**config.mk**
```make
export PLATFORM = sky130hd
export DESIGN_NAME = instr_field_splitter
export DESIGN_NICKNAME = d
export VERILOG_FILES = /design/src/rtl/mips_pkg.sv /design/src/rtl/instr_fields.sv /design/src/rtl/instr_field_splitter.sv
export SDC_FILE = /design/constraint.sdc
export NUM_CORES = 1
export LEC_CHECK = 0
export BUFFER_PORTS_ARGS = -buffer_cell sky130_fd_sc_hd__buf_2
export CORE_ASPECT_RATIO = 0.5
export CORE_MARGIN = 4
export CORE_UTILIZATION = 35
export CTS_CLUSTER_DIAMETER = 30
export DETAILED_ROUTE_END_ITERATION = 7
export PLACE_DENSITY = 0.61
export SETUP_SLACK_MARGIN = 0.5
export SYNTH_ARGS = -nofsm -noshare
export SYNTH_HDL_FRONTEND = slang
export SYNTH_SLANG_ARGS = --single-unit
```
**constraint.sdc**
```tcl
create_clock -name Clk -period 6.5 [get_ports Clk]
set_clock_uncertainty 0.2 [all_clocks]
set_input_delay 1.95 -clock Clk [delete_from_list [all_inputs] [get_ports Clk]]
set_output_delay 1.95 -clock Clk [all_outputs]
set_load 0.03 [all_outputs]
```
**src/rtl/mips_pkg.sv**
```systemverilog
// Shared MIPS decode definitions: opcode constants, field bit positions
// and the buffered fetch entry {instr, pc4}.
package mips_pkg;

    localparam logic [5:0] OP_RTYPE = 6'h00;
    localparam logic [5:0] OP_J     = 6'h02;
    localparam logic [5:0] OP_JAL   = 6'h03;

    // Least-significant bit of each instruction field
    localparam int OPCODE_LSB = 26;
    localparam int RS_LSB     = 21;
    localparam int RT_LSB     = 16;
    localparam int RD_LSB     = 11;
    localparam int SHAMT_LSB  = 6;
    localparam int FUNCT_LSB  = 0;

    // Most-significant bit of the immediate and jump-index fields
    localparam int IMM_MSB    = 15;
    localparam int JIDX_MSB   = 25;

    typedef struct packed {
        logic [31:0] instr;
        logic [31:0] pc4;
    } entry_t;

endpackage

```
**src/rtl/instr_fields.sv**
```systemverilog
// Combinational decode of one instruction word plus its PC+4 into MIPS fields.
// Ports: valid/instr/pc4 in; field, jump-component and class outputs (all 0 when !valid).
module instr_fields
    import mips_pkg::*;
(
    input  logic        valid,
    input  logic [31:0] instr,
    input  logic [31:0] pc4,
    output logic [5:0]  opcode,
    output logic [4:0]  rs,
    output logic [4:0]  rt,
    output logic [4:0]  rd,
    output logic [4:0]  shamt,
    output logic [5:0]  funct,
    output logic [15:0] imm16,
    output logic [31:0] imm_sext,
    output logic [3:0]  pc_upper4,
    output logic [27:0] jtarget28,
    output logic [31:0] pc4_out,
    output logic        is_rtype,
    output logic        is_jump
);

    logic [31:0] w;
    logic [31:0] p;

    // Masking the inputs forces every field to 0 for an empty head
    assign w = valid ? instr : '0;
    assign p = valid ? pc4   : '0;

    assign opcode    = w[OPCODE_LSB +: 6];
    assign rs        = w[RS_LSB +: 5];
    assign rt        = w[RT_LSB +: 5];
    assign rd        = w[RD_LSB +: 5];
    assign shamt     = w[SHAMT_LSB +: 5];
    assign funct     = w[FUNCT_LSB +: 6];
    assign imm16     = w[IMM_MSB:0];
    assign imm_sext  = {{16{w[IMM_MSB]}}, w[IMM_MSB:0]};
    assign jtarget28 = {w[JIDX_MSB:0], 2'b00};
    assign pc_upper4 = p[31:28];
    assign pc4_out   = p;

    // Opcode 0 is also what an empty head decodes to, so qualify with valid
    assign is_rtype  = valid && (opcode == OP_RTYPE);
    assign is_jump   = valid && ((opcode == OP_J) || (opcode == OP_JAL));

endmodule

```
**src/rtl/instr_field_splitter.sv**
```systemverilog
// Two-entry skid buffer between fetch and decode that splits the head entry into MIPS fields.
// Ports: Clk/Reset, in_* (fetch side), flush, out_valid/out_ready, decoded head fields.
module instr_field_splitter
    import mips_pkg::*;
#(
    parameter int DEPTH = 2
) (
    input  logic        Clk,
    input  logic        Reset,
    input  logic        in_valid,
    output logic        in_ready,
    input  logic [31:0] in_instr,
    input  logic [31:0] in_pc4,
    input  logic        flush,
    output logic        out_valid,
    input  logic        out_ready,
    output logic [5:0]  opcode,
    output logic [4:0]  rs,
    output logic [4:0]  rt,
    output logic [4:0]  rd,
    output logic [4:0]  shamt,
    output logic [5:0]  funct,
    output logic [15:0] imm16,
    output logic [31:0] imm_sext,
    output logic [3:0]  pc_upper4,
    output logic [27:0] jtarget28,
    output logic [31:0] pc4_out,
    output logic        is_rtype,
    output logic        is_jump
);

    entry_t      mem [2];
    logic        head;
    logic        tail;
    logic [1:0]  count;
    logic        push;
    logic        pop;
    entry_t      head_entry;

    // Ready depends only on registered count, never on out_ready
    assign in_ready  = (count != 2'(DEPTH));
    assign out_valid = (count != 2'd0);
    assign push      = in_valid && in_ready;
    assign pop       = out_valid && out_ready;

    always_ff @(posedge Clk or posedge Reset) begin
        if (Reset) begin
            count  <= 2'd0;
            head   <= 1'b0;
            tail   <= 1'b0;
            mem[0] <= '0;
            mem[1] <= '0;
        end else if (flush) begin
            count <= 2'd0;
            head  <= 1'b0;
            tail  <= 1'b0;
        end else begin
            if (push) begin
                mem[tail] <= '{instr: in_instr, pc4: in_pc4};
                tail      <= ~tail;
            end
            if (pop) begin
                head <= ~head;
            end
            if (push && !pop) begin
                count <= count + 2'd1;
            end else if (pop && !push) begin
                count <= count - 2'd1;
            end
        end
    end

    assign head_entry = mem[head];

    instr_fields u_fields (
        .valid     (out_valid),
        .instr     (head_entry.instr),
        .pc4       (head_entry.pc4),
        .opcode    (opcode),
        .rs        (rs),
        .rt        (rt),
        .rd        (rd),
        .shamt     (shamt),
        .funct     (funct),
        .imm16     (imm16),
        .imm_sext  (imm_sext),
        .pc_upper4 (pc_upper4),
        .jtarget28 (jtarget28),
        .pc4_out   (pc4_out),
        .is_rtype  (is_rtype),
        .is_jump   (is_jump)
    );

endmodule

```
==> results.md, run 1 <==
- Run status: finished clean
- First drt pass iteration count: 4
- M1 GR Usage: between 10% and 20%
- Vias per cell: 4.55
- CP delay by family, top: buffers and inverters
- First-pass GRT wire length: 22.2 mm
- Final period util: 70.7%
- TritonCTS Buffers: 17
- Critical Path AT: ~2500 ps
- CP Capture Type: primary output
- Asr flop ratio synth: 100%
- Die H: 105 µm
- Via count: 4136
- Clock buffer depth: 2
- Latest clock arrival within the worst-skew pair: 400 ps
- HP Class: register to register
- Final Instance Area: 7820 µm²
- Mapped cell area: ~6600 µm²
- IO Count: 217
- Final wirelength: 13.7 mm
- Routed len/inst: 15.1 µm
- Most frequent cell after synthesis: dfrtp_1
- Share of layout cells above drive strength 1: 57.2%
- Worst Max-Slew Pin Slew: 877 ps
- CP cell instances: buf_4 -> mux2i_1 -> nor2_1 -> buf_2
- Std-Cell Rows: 35
- Top cells by count, synth: dfrtp_1, mux2_2, buf_4
- Area leader, netlist: dfrtp_1
- Synthesized netlist cell count: between 500 and 600
- Number of fill cells: 1762
- Vias in the first global route: 4312
- Clk slew on worst S/H paths: around 60 ps
- Slowest stage cell, crit path: dfrtp_4
- FF+latch count, synth: 132
- Mean Syn Cell Area: 12.6 µm²
- Antenna violations before repair: 0
- Initial Utilization: 35.7%
- Remaining DRCs: 0
- Yosys top cell area share: 50.3%
- Crit path required time: 4350 ps
- Gr usage total: 12.8%
- Total negative slack: 0 ps
- CP max stage delay: 810 ps
- Slew headroom: 41.5%
- Port Buf Inserts: 214
- Distinct cells, synth: 26
- Die width: 202 µm
- Ant. Diodes: 0
- Final hold vios: 0
- Critical Path Start Type: register
- HPWL Detailed: 9.59 mm
- CTS root buf: clkbuf_16
- Synth Flop Type: dfrtp_1
- Total congestion overflow: 0
- H-tree levels: 4
- Cts repair resizes: 0
- FMAX: between 0.2 and 0.25 GHz
- Synth top area cells: dfrtp_1, mux2_2, buf_4, mux2i_1, nor2_1
- Ys Warns: 0
- Die area: between 20000 and 25000 µm²
- Final min period: 4600 ps
- Post-synthesis sequential area ratio: 50.3%
- Post-CTS Setup Repair Bufs: 0
- Met3 Track Usage GR: a little under 3%
- WS Path Type: register to primary output
- CTS tree: built
- Area of placed instances: around 7200 µm²
- Number of synthesized flops with an enable pin: 0
- M2 GR Usage: between 20% and 30%
- Pwr per Cell Area: 350 nW/µm²
- Initial DRC Count: between 100 and 150
- Area Growth Syn to Fin: 19.0%
- Clock sink total: 132
- LEAKAGE: 0.00378 µW
- Gr busiest metal: met2
- Worst-case vdd ir drop: 215 µV
- CP Buf/Inv Count: 2
- Antenna-violating nets left: 0
- Core footprint: about 18000 µm²
- Hold_buf cts: 0
- Placer congestion estimate: 0.708
- MaxCap Viol Count: 0
- CP max FO: 34
- Final nets: 726
- RSZ-0062 raised after global routing: false
- Largest net degree at the start of global routing: 72
- Setup violators final: 0
- Slew Limit Fails: 0
-- where the power goes --
part / switching (µW) / internal (µW) / leakage, µW
sequential: 101 / 1020 / 0.00158
combinational: 401 / 293 / 0.00193
clock: 382 / 536 / 0.000269
total: 884 / 1850 / 0.00378
-- registers in the layout, indices dropped and copies added (netlist names) --
| signal | count |
|---|---|
| count | 2 |
| head | 1 |
| tail | 1 |
| mem | 128 |
-- logic make-up after synthesis --
group	count (synthesis)	synth area share [%]
flops	132	50.3
buf+inv	112	12.1
xor+xnor	1	0.133
other cells	1	0.0571
compound gates	10	0.933
simple gates	74	4.78
mux	192	31.7
-- final cells by class --
class | instances | area [µm²] | share of cell area (%)
timing repair buffer | 222 | 1130 | 14.5
clock inverter | 15 | 150 | 1.92
inverter | 5 | 21.3 | 0.272
multi-input combinational | 279 | 2480 | 31.8
tap | 240 | 300 | 3.84
sequential | 132 | 3310 | 42.3
clock buffer | 17 | 425 | 5.44
-- per-layer routing --
| metal | part of all wire [%] | vias up |
|---|---|---|
| li1 | - | 1972 |
| met1 | 45 | 2088 |
| met2 | 51 | 70 |
| met3 | 3.2 | 6 |
| met4 | 0.73 | 0 |
| met5 | 0 | - |
-- metrics by stage --
step / instances / hold slack, ps / util [%] / setup WS, ps / power, µW
final: 910 / 284 / 42.5 / 1900 / 2730
after global routing: 910 / 313 / 42.5 / 1620 / 2890
after floorplan: 523 / 257 / - / 824 / 1720
after global placement: 878 / 269 / 39.4 / 2250 / 1820
after CTS: 910 / 292 / 42.5 / 1820 / 2780
after detailed placement: 878 / 279 / 39.4 / 2260 / 1840
-- placed cells by master (no fill, tap or decap) --
master / Yosys / routed
clkbuf_16: 0 / 17
dfrtp_1: 132 / 131
buf_2: 7 / 214
a22oi_1: 1 / 1
a41oi_1: 1 / 1
nand2_1: 1 / 1
nor2b_2: 1 / 1
nand4b_1: 1 / 1
mux2i_1: 63 / 63
nor2_4: 0 / 1
conb_1: 1 / 2
buf_4: 86 / 8
mux2_2: 124 / 124
mux2_1: 5 / 5
a21oi_1: 3 / 3
inv_4: 0 / 1
clkinv_4: 0 / 5
o211ai_1: 1 / 1
a21o_1: 1 / 1
clkinvlp_4: 0 / 4
inv_6: 0 / 4
or3_1: 1 / 1
nor2_1: 67 / 66
xor2_1: 1 / 1
inv_8: 0 / 1
o21ai_0: 3 / 3
dfrtp_4: 0 / 1
nor4_1: 1 / 1
inv_1: 5 / 4
nand3b_1: 1 / 1
bufinv_16: 0 / 1
nor4_4: 1 / 1
-- worst paths after layout --
kind,start,to,slack (ps),cells after the start
hold reg to reg,mem[115],mem[115],280,1
max in group asynchronous,Reset,head,3370,3
setup reg to reg,count[0],count[0],4310,4
min in group asynchronous,Reset,mem[80],1530,2
setup / recovery,head,imm_sext[12],1900,4
hold / removal,mem[115],mem[115],280,1
Note: power is estimated with default switching activity, not from simulation.
==> inputs of run 2 (changes only) <==
Settings changed: PLACE_DENSITY 0.61 to 0.63.
Clock period 6.5 ns to 3.85 ns, I/O delays scaled along.
==> results.md, run 2 (same netlist as run 1, synthesis figures left out) <==
- Run status: finished clean
- CTS tree: built
- First drt pass iteration count: 4
- Most frequent cells in the layout: buf_2, dfrtp_1, mux2_2, nor2_1, mux2i_1
- Latest clock arrival within the worst-skew pair: 400 ps
- Initial DRC Count: 176
- FMAX: 0.306 GHz
- Slew Limit Fails: 0
- Top flop regs: mem: 128 flops, count: 2 flops
- Share of total power in the clock network: 34.7%
- Final nets: roughly 740
- Flop pwr share: about two fifths
- Final period util: between 80% and 90%
- Std-Cell Rows: 35
- Share of layout cells above drive strength 1: 58.3%
- Slew headroom: 54.6%
- Most common cell after layout, fill and taps aside: buf_2
- Worst Max-Slew Pin Slew: between 600 and 700 ps
- HP Class: register to register
- CP Capture Type: primary output
- Initial Utilization: 35.7%
- Total negative slack: 0 ps
- Critical Path Start Type: register
- Placer congestion estimate: 0.710
- Ant. Diodes: 0
- TritonCTS Buffers: 17
- Switch share: between 30 and 40%
- Via count: 4186
- Max FFs per register: 128
- CTS root buf: clkbuf_16
- Combinational share of power: 25.5%
- Worst-case vdd ir drop: 386 µV
- IO Count: 217
- Die area: between 20000 and 25000 µm²
- Remaining DRCs: 0
- Clock buffer depth: 2
- Final hold vios: 0
- RSZ-0062 raised after global routing: true
- Gr usage total: a little over an eighth
- H-tree levels: 4
- Number of fill cells: 1752
- Port Buf Inserts: around 210
- Antenna-violating nets left: 0
- Final min period: 3270 ps
- Flop-to-flop setup slack: 1690 ps
- Internal power: 3260 µW
- Die width: 202 µm
- Largest net degree at the start of global routing: approximately 130
- LEAKAGE: 0.00386 µW
- Total congestion overflow: 0
- Vias per cell: ~4.6
- CP max FO: 13
- Placed cell count: 881
- Core footprint: 18400 µm²
- Antenna violations before repair: 0
- HPWL Detailed: about 9.7 mm
- Clock sink total: 132
- MaxCap Viol Count: 0
- Routed len/inst: about 15 µm
- First-pass GRT wire length: 22.3 mm
- Pwr per Cell Area: just under 600 nW/µm²
- WS Path Type: register to primary output
- Post-Layout Cell Count: 919
- Setup violators final: 0
- Final wirelength: 14.0 mm
- Most flop-heavy register: mem
- Die H: between 100 and 150 µm
- Area Growth Syn to Fin: 21.2%
- Crit path required time: 2490 ps
- NetSw: 1480 µW
- Clk slew on worst S/H paths: ~60 ps
- Critical Path AT: 1920 ps
- Vias in the first global route: 4298
## run 2: cell types whose count changed in the layout (fill, tap and decap cells not counted), sizes merged
cell / before / now
buf: 222 / 232
bufinv: 1 / 3
clkinv: 5 / 4
clkinvlp: 4 / 3
inv: 10 / 9
## run 2: path summary, 6_finish.rpt
check | startpoint | endpoint | cells after the start
worst max-delay path | head | imm_sext[13] | 5
worst min-delay path | mem[113] | mem[113] | 1
worst max register to register | count[1] | mem[22] | 5
worst min register to register | mem[113] | mem[113] | 1
max in group asynchronous | Reset | head | 3
min in group asynchronous | Reset | mem[71] | 2
## run 2: power groups by stage
| stage | logic, µW | registers [µW] | clock network (µW) |
|---|---|---|---|
| floorplan | 1050 | 1860 | 0 |
| global placement | 1190 | 1900 | 0 |
| detailed placement | 1210 | 1920 | 0 |
| CTS | 1220 | 1890 | 1700 |
| global route | 1310 | 1930 | 1770 |
| finish | 1210 | 1890 | 1650 |
## run 2: layer usage
layer | wire length [µm] | global-route usage [%]
met5 | 0 | 0
met4 | 108 | 3.36
met3 | 486 | 3.35
met2 | 7340 | 23.5
met1 | 6100 | 15.7
## run 2: stage by stage
stage          hold WS [ps]  cell area [µm²]  utilization, %  power, µW  setup WS, ps
2_1_floorplan           257             6590               -       2910           621
4_1_cts                 288             7910            43.0       4810           489
3_3_place_gp            266             7290            39.6       3090           750
5_1_grt                 306             7970            43.3       5000           471
3_5_place_dp            274             7290            39.6       3130           756
6_report                282             7970            43.3       4740           577
## run 2: final cells by class
cell class | instances | area, µm² | share of cell area (%)
Clock inverter | 14 | 176 | 2.21
Clock buffer | 17 | 425 | 5.34
Sequential cell | 132 | 3310 | 41.5
Timing Repair Buffer | 232 | 1230 | 15.5
Inverter | 5 | 22.5 | 0.283
Multi-Input combinational cell | 279 | 2500 | 31.4
Tap cell | 240 | 300 | 3.77
## run 2: worst max-delay path: stages, from the launching register on
cell	delay (ps)
dfrtp_4	580
buf_4	170
buf_4	190
mux2i_1	130
nor2_1	190
buf_2	250
## run 2: repair_timing
action                     CTS  global route
buffers inserted             1             6
setup endpoints to repair  100            55
resized for setup            1             4
hold buffers                 0             0
==> inputs of run 3 (changes only) <==
Settings changed: CORE_UTILIZATION 35 to 46, PLACE_DENSITY 0.63 to 0.79.
==> results.md, run 3 (same netlist as run 1, synthesis figures left out) <==
- Hold Startpoint: mem[115]
- WS Path Type: register to primary output
- Top flop regs: mem: 128 flops, count: 2 flops
- R2R Path End: mem[16]
- Critical R2R Launch: count[0]
- Most flop-heavy register: mem
- Total congestion overflow: 0
- FMAX: 0.311 GHz
- Die H: just over 90 µm
- Slew headroom: 52.7%
- Largest net degree at the start of global routing: 133
- First drt pass iteration count: 4
- Max FFs per register: 128
- Slowest stage cell, crit path: dfrtp_4
- Final Instance Area: 7940 µm²
- Final hold vios: 0
- H-tree levels: 4
- Run status: finished clean
- Pwr per Cell Area: 600 nW/µm²
- Most common cell after layout, fill and taps aside: buf_2
- Hold EP: mem[115]
- Std-Cell Rows: 30
- Die area: 16400 µm²
- Gr usage total: 17.2%
- CP delay by family, top: flip-flops
- HP Class: register to register
- Worst R2R Path Depth: 5
- Total negative slack: 0 ps
- First-pass GRT wire length: 22.5 mm
- Number of fill cells: 1157
- Crit path required time: 2490 ps
- Initial DRC Count: 169
- Via count: 4268
- LEAKAGE: between 0.003 and 0.004 µW
- Final period util: 83.5%
- CP max stage delay: 590 ps
- Routed len/inst: 16.1 µm
- CP Buf/Inv Count: 2
- IO Count: 217
- MaxCap Viol Count: 0
- Slew Limit Fails: 0
- Worst hold margin: 286 ps
- CP Capture Type: primary output
- Clk slew on worst S/H paths: 50 ps
- Ant. Diodes: 0
- Most frequent cells in the layout: buf_2, dfrtp_1, mux2_2, nor2_1, mux2i_1
- Latest clock arrival within the worst-skew pair: 400 ps
- CTS root buf: clkbuf_16
- Area of placed instances: 7230 µm²
- Placer congestion estimate: just over 0.7
- Worst Max-Slew Pin Slew: roughly 700 ps
- Core footprint: 13800 µm²
- Hold path cells: 1
- Final nets: 736
- Initial Utilization: 47.7%
- CP cell instances: buf_4 -> mux2i_1 -> nor2_1 -> buf_2
- Worst-case vdd ir drop: 283 µV
- Die width: 177 µm
- Setup violators final: 0
- Flop-to-flop setup slack: 1620 ps
- Remaining DRCs: 0
- TritonCTS Buffers: 17
- RSZ-0062 raised after global routing: false
- Vias in the first global route: 4444
- CTS tree: built
- Vias per cell: roughly 5
- Clock buffer depth: 2
- Area Growth Syn to Fin: 20.8%
- Port Buf Inserts: 214
- Share of layout cells above drive strength 1: 58.1%
- Clock sink total: roughly 130
- Hold_buf cts: 0
- Antenna violations before repair: 1
- Critical Path Start Type: register
- CP max FO: 17
- Antenna-violating nets left: 0
- Final wirelength: 14.0 mm
- HPWL Detailed: 9.69 mm
- Critical Path AT: 1860 ps
- Final min period: 3220 ps
run 3: cell types whose count changed in the layout (fill, tap and decap cells not counted):
cell,previous run,this run
nor2_1,64,65
mux2i_2,1,0
buf_16,0,1
clkinv_2,2,5
mux2i_1,62,63
buf_8,1,0
nor2_2,1,0
buf_12,1,3
clkbuf_8,0,2
inv_6,5,1
buf_6,2,0
run 3: per-layer routing:
metal | vias up | global-route usage [%] | routed length, µm
met2 | 105 | 31.8 | 7290
li1 | 1997 | - | -
met3 | 15 | 3.47 | 695
met5 | - | 0 | 14
met4 | 2 | 5.08 | 170
met1 | 2149 | 20.3 | 5870
run 3: timing repair:
action,CTS,global route
resized for setup,0,1
buffers inserted,6,2
hold endpoints to repair,0,0
endpoints found under the setup margin,73,25
pin swaps,1,0
run 3: layout make-up:
| cell class | count | area [µm²] | share of cell area [%] |
|---|---|---|---|
| Clock buffer | 19 | 453 | 5.71 |
| Clock inverter | 13 | 156 | 1.97 |
| Inverter | 5 | 22.5 | 0.284 |
| Multi-Input combinational cell | 279 | 2500 | 31.4 |
| Sequential cell | 132 | 3310 | 41.7 |
| Tap cell | 192 | 240 | 3.03 |
| Timing Repair Buffer | 232 | 1260 | 15.9 |
run 3: worst max path at each step:
stage,startpoint,end,slack (ps),cells past startpoint
global placement,head,pc_upper4[0],820,4
floorplan,head,imm16[0],620,5
detailed placement,head,pc4_out[13],760,4
CTS,head,pc4_out[13],540,4
global route,head,is_rtype,500,4
finish,head,pc4_out[13],630,4
run 3: power breakdown:
part	leakage [µW]	internal, µW	total, µW	switching [µW]
Sequential	0.00158	1720	1900	174
Combinational	0.00200	517	1220	703
Clock	0.000299	1050	1650	597
Total	0.00388	3290	4760	1470
run 3: metrics by stage:
step / cells / power (µW) / utilization, % / worst slack, ps
floorplan: 523 / 2910 / - / 621
global placement: 832 / 3080 / 52.5 / 821
detailed placement: 832 / 3140 / 52.5 / 757
CTS: 870 / 4810 / 57.5 / 541
global route: 872 / 5010 / 57.6 / 502
finish: 872 / 4760 / 57.6 / 634
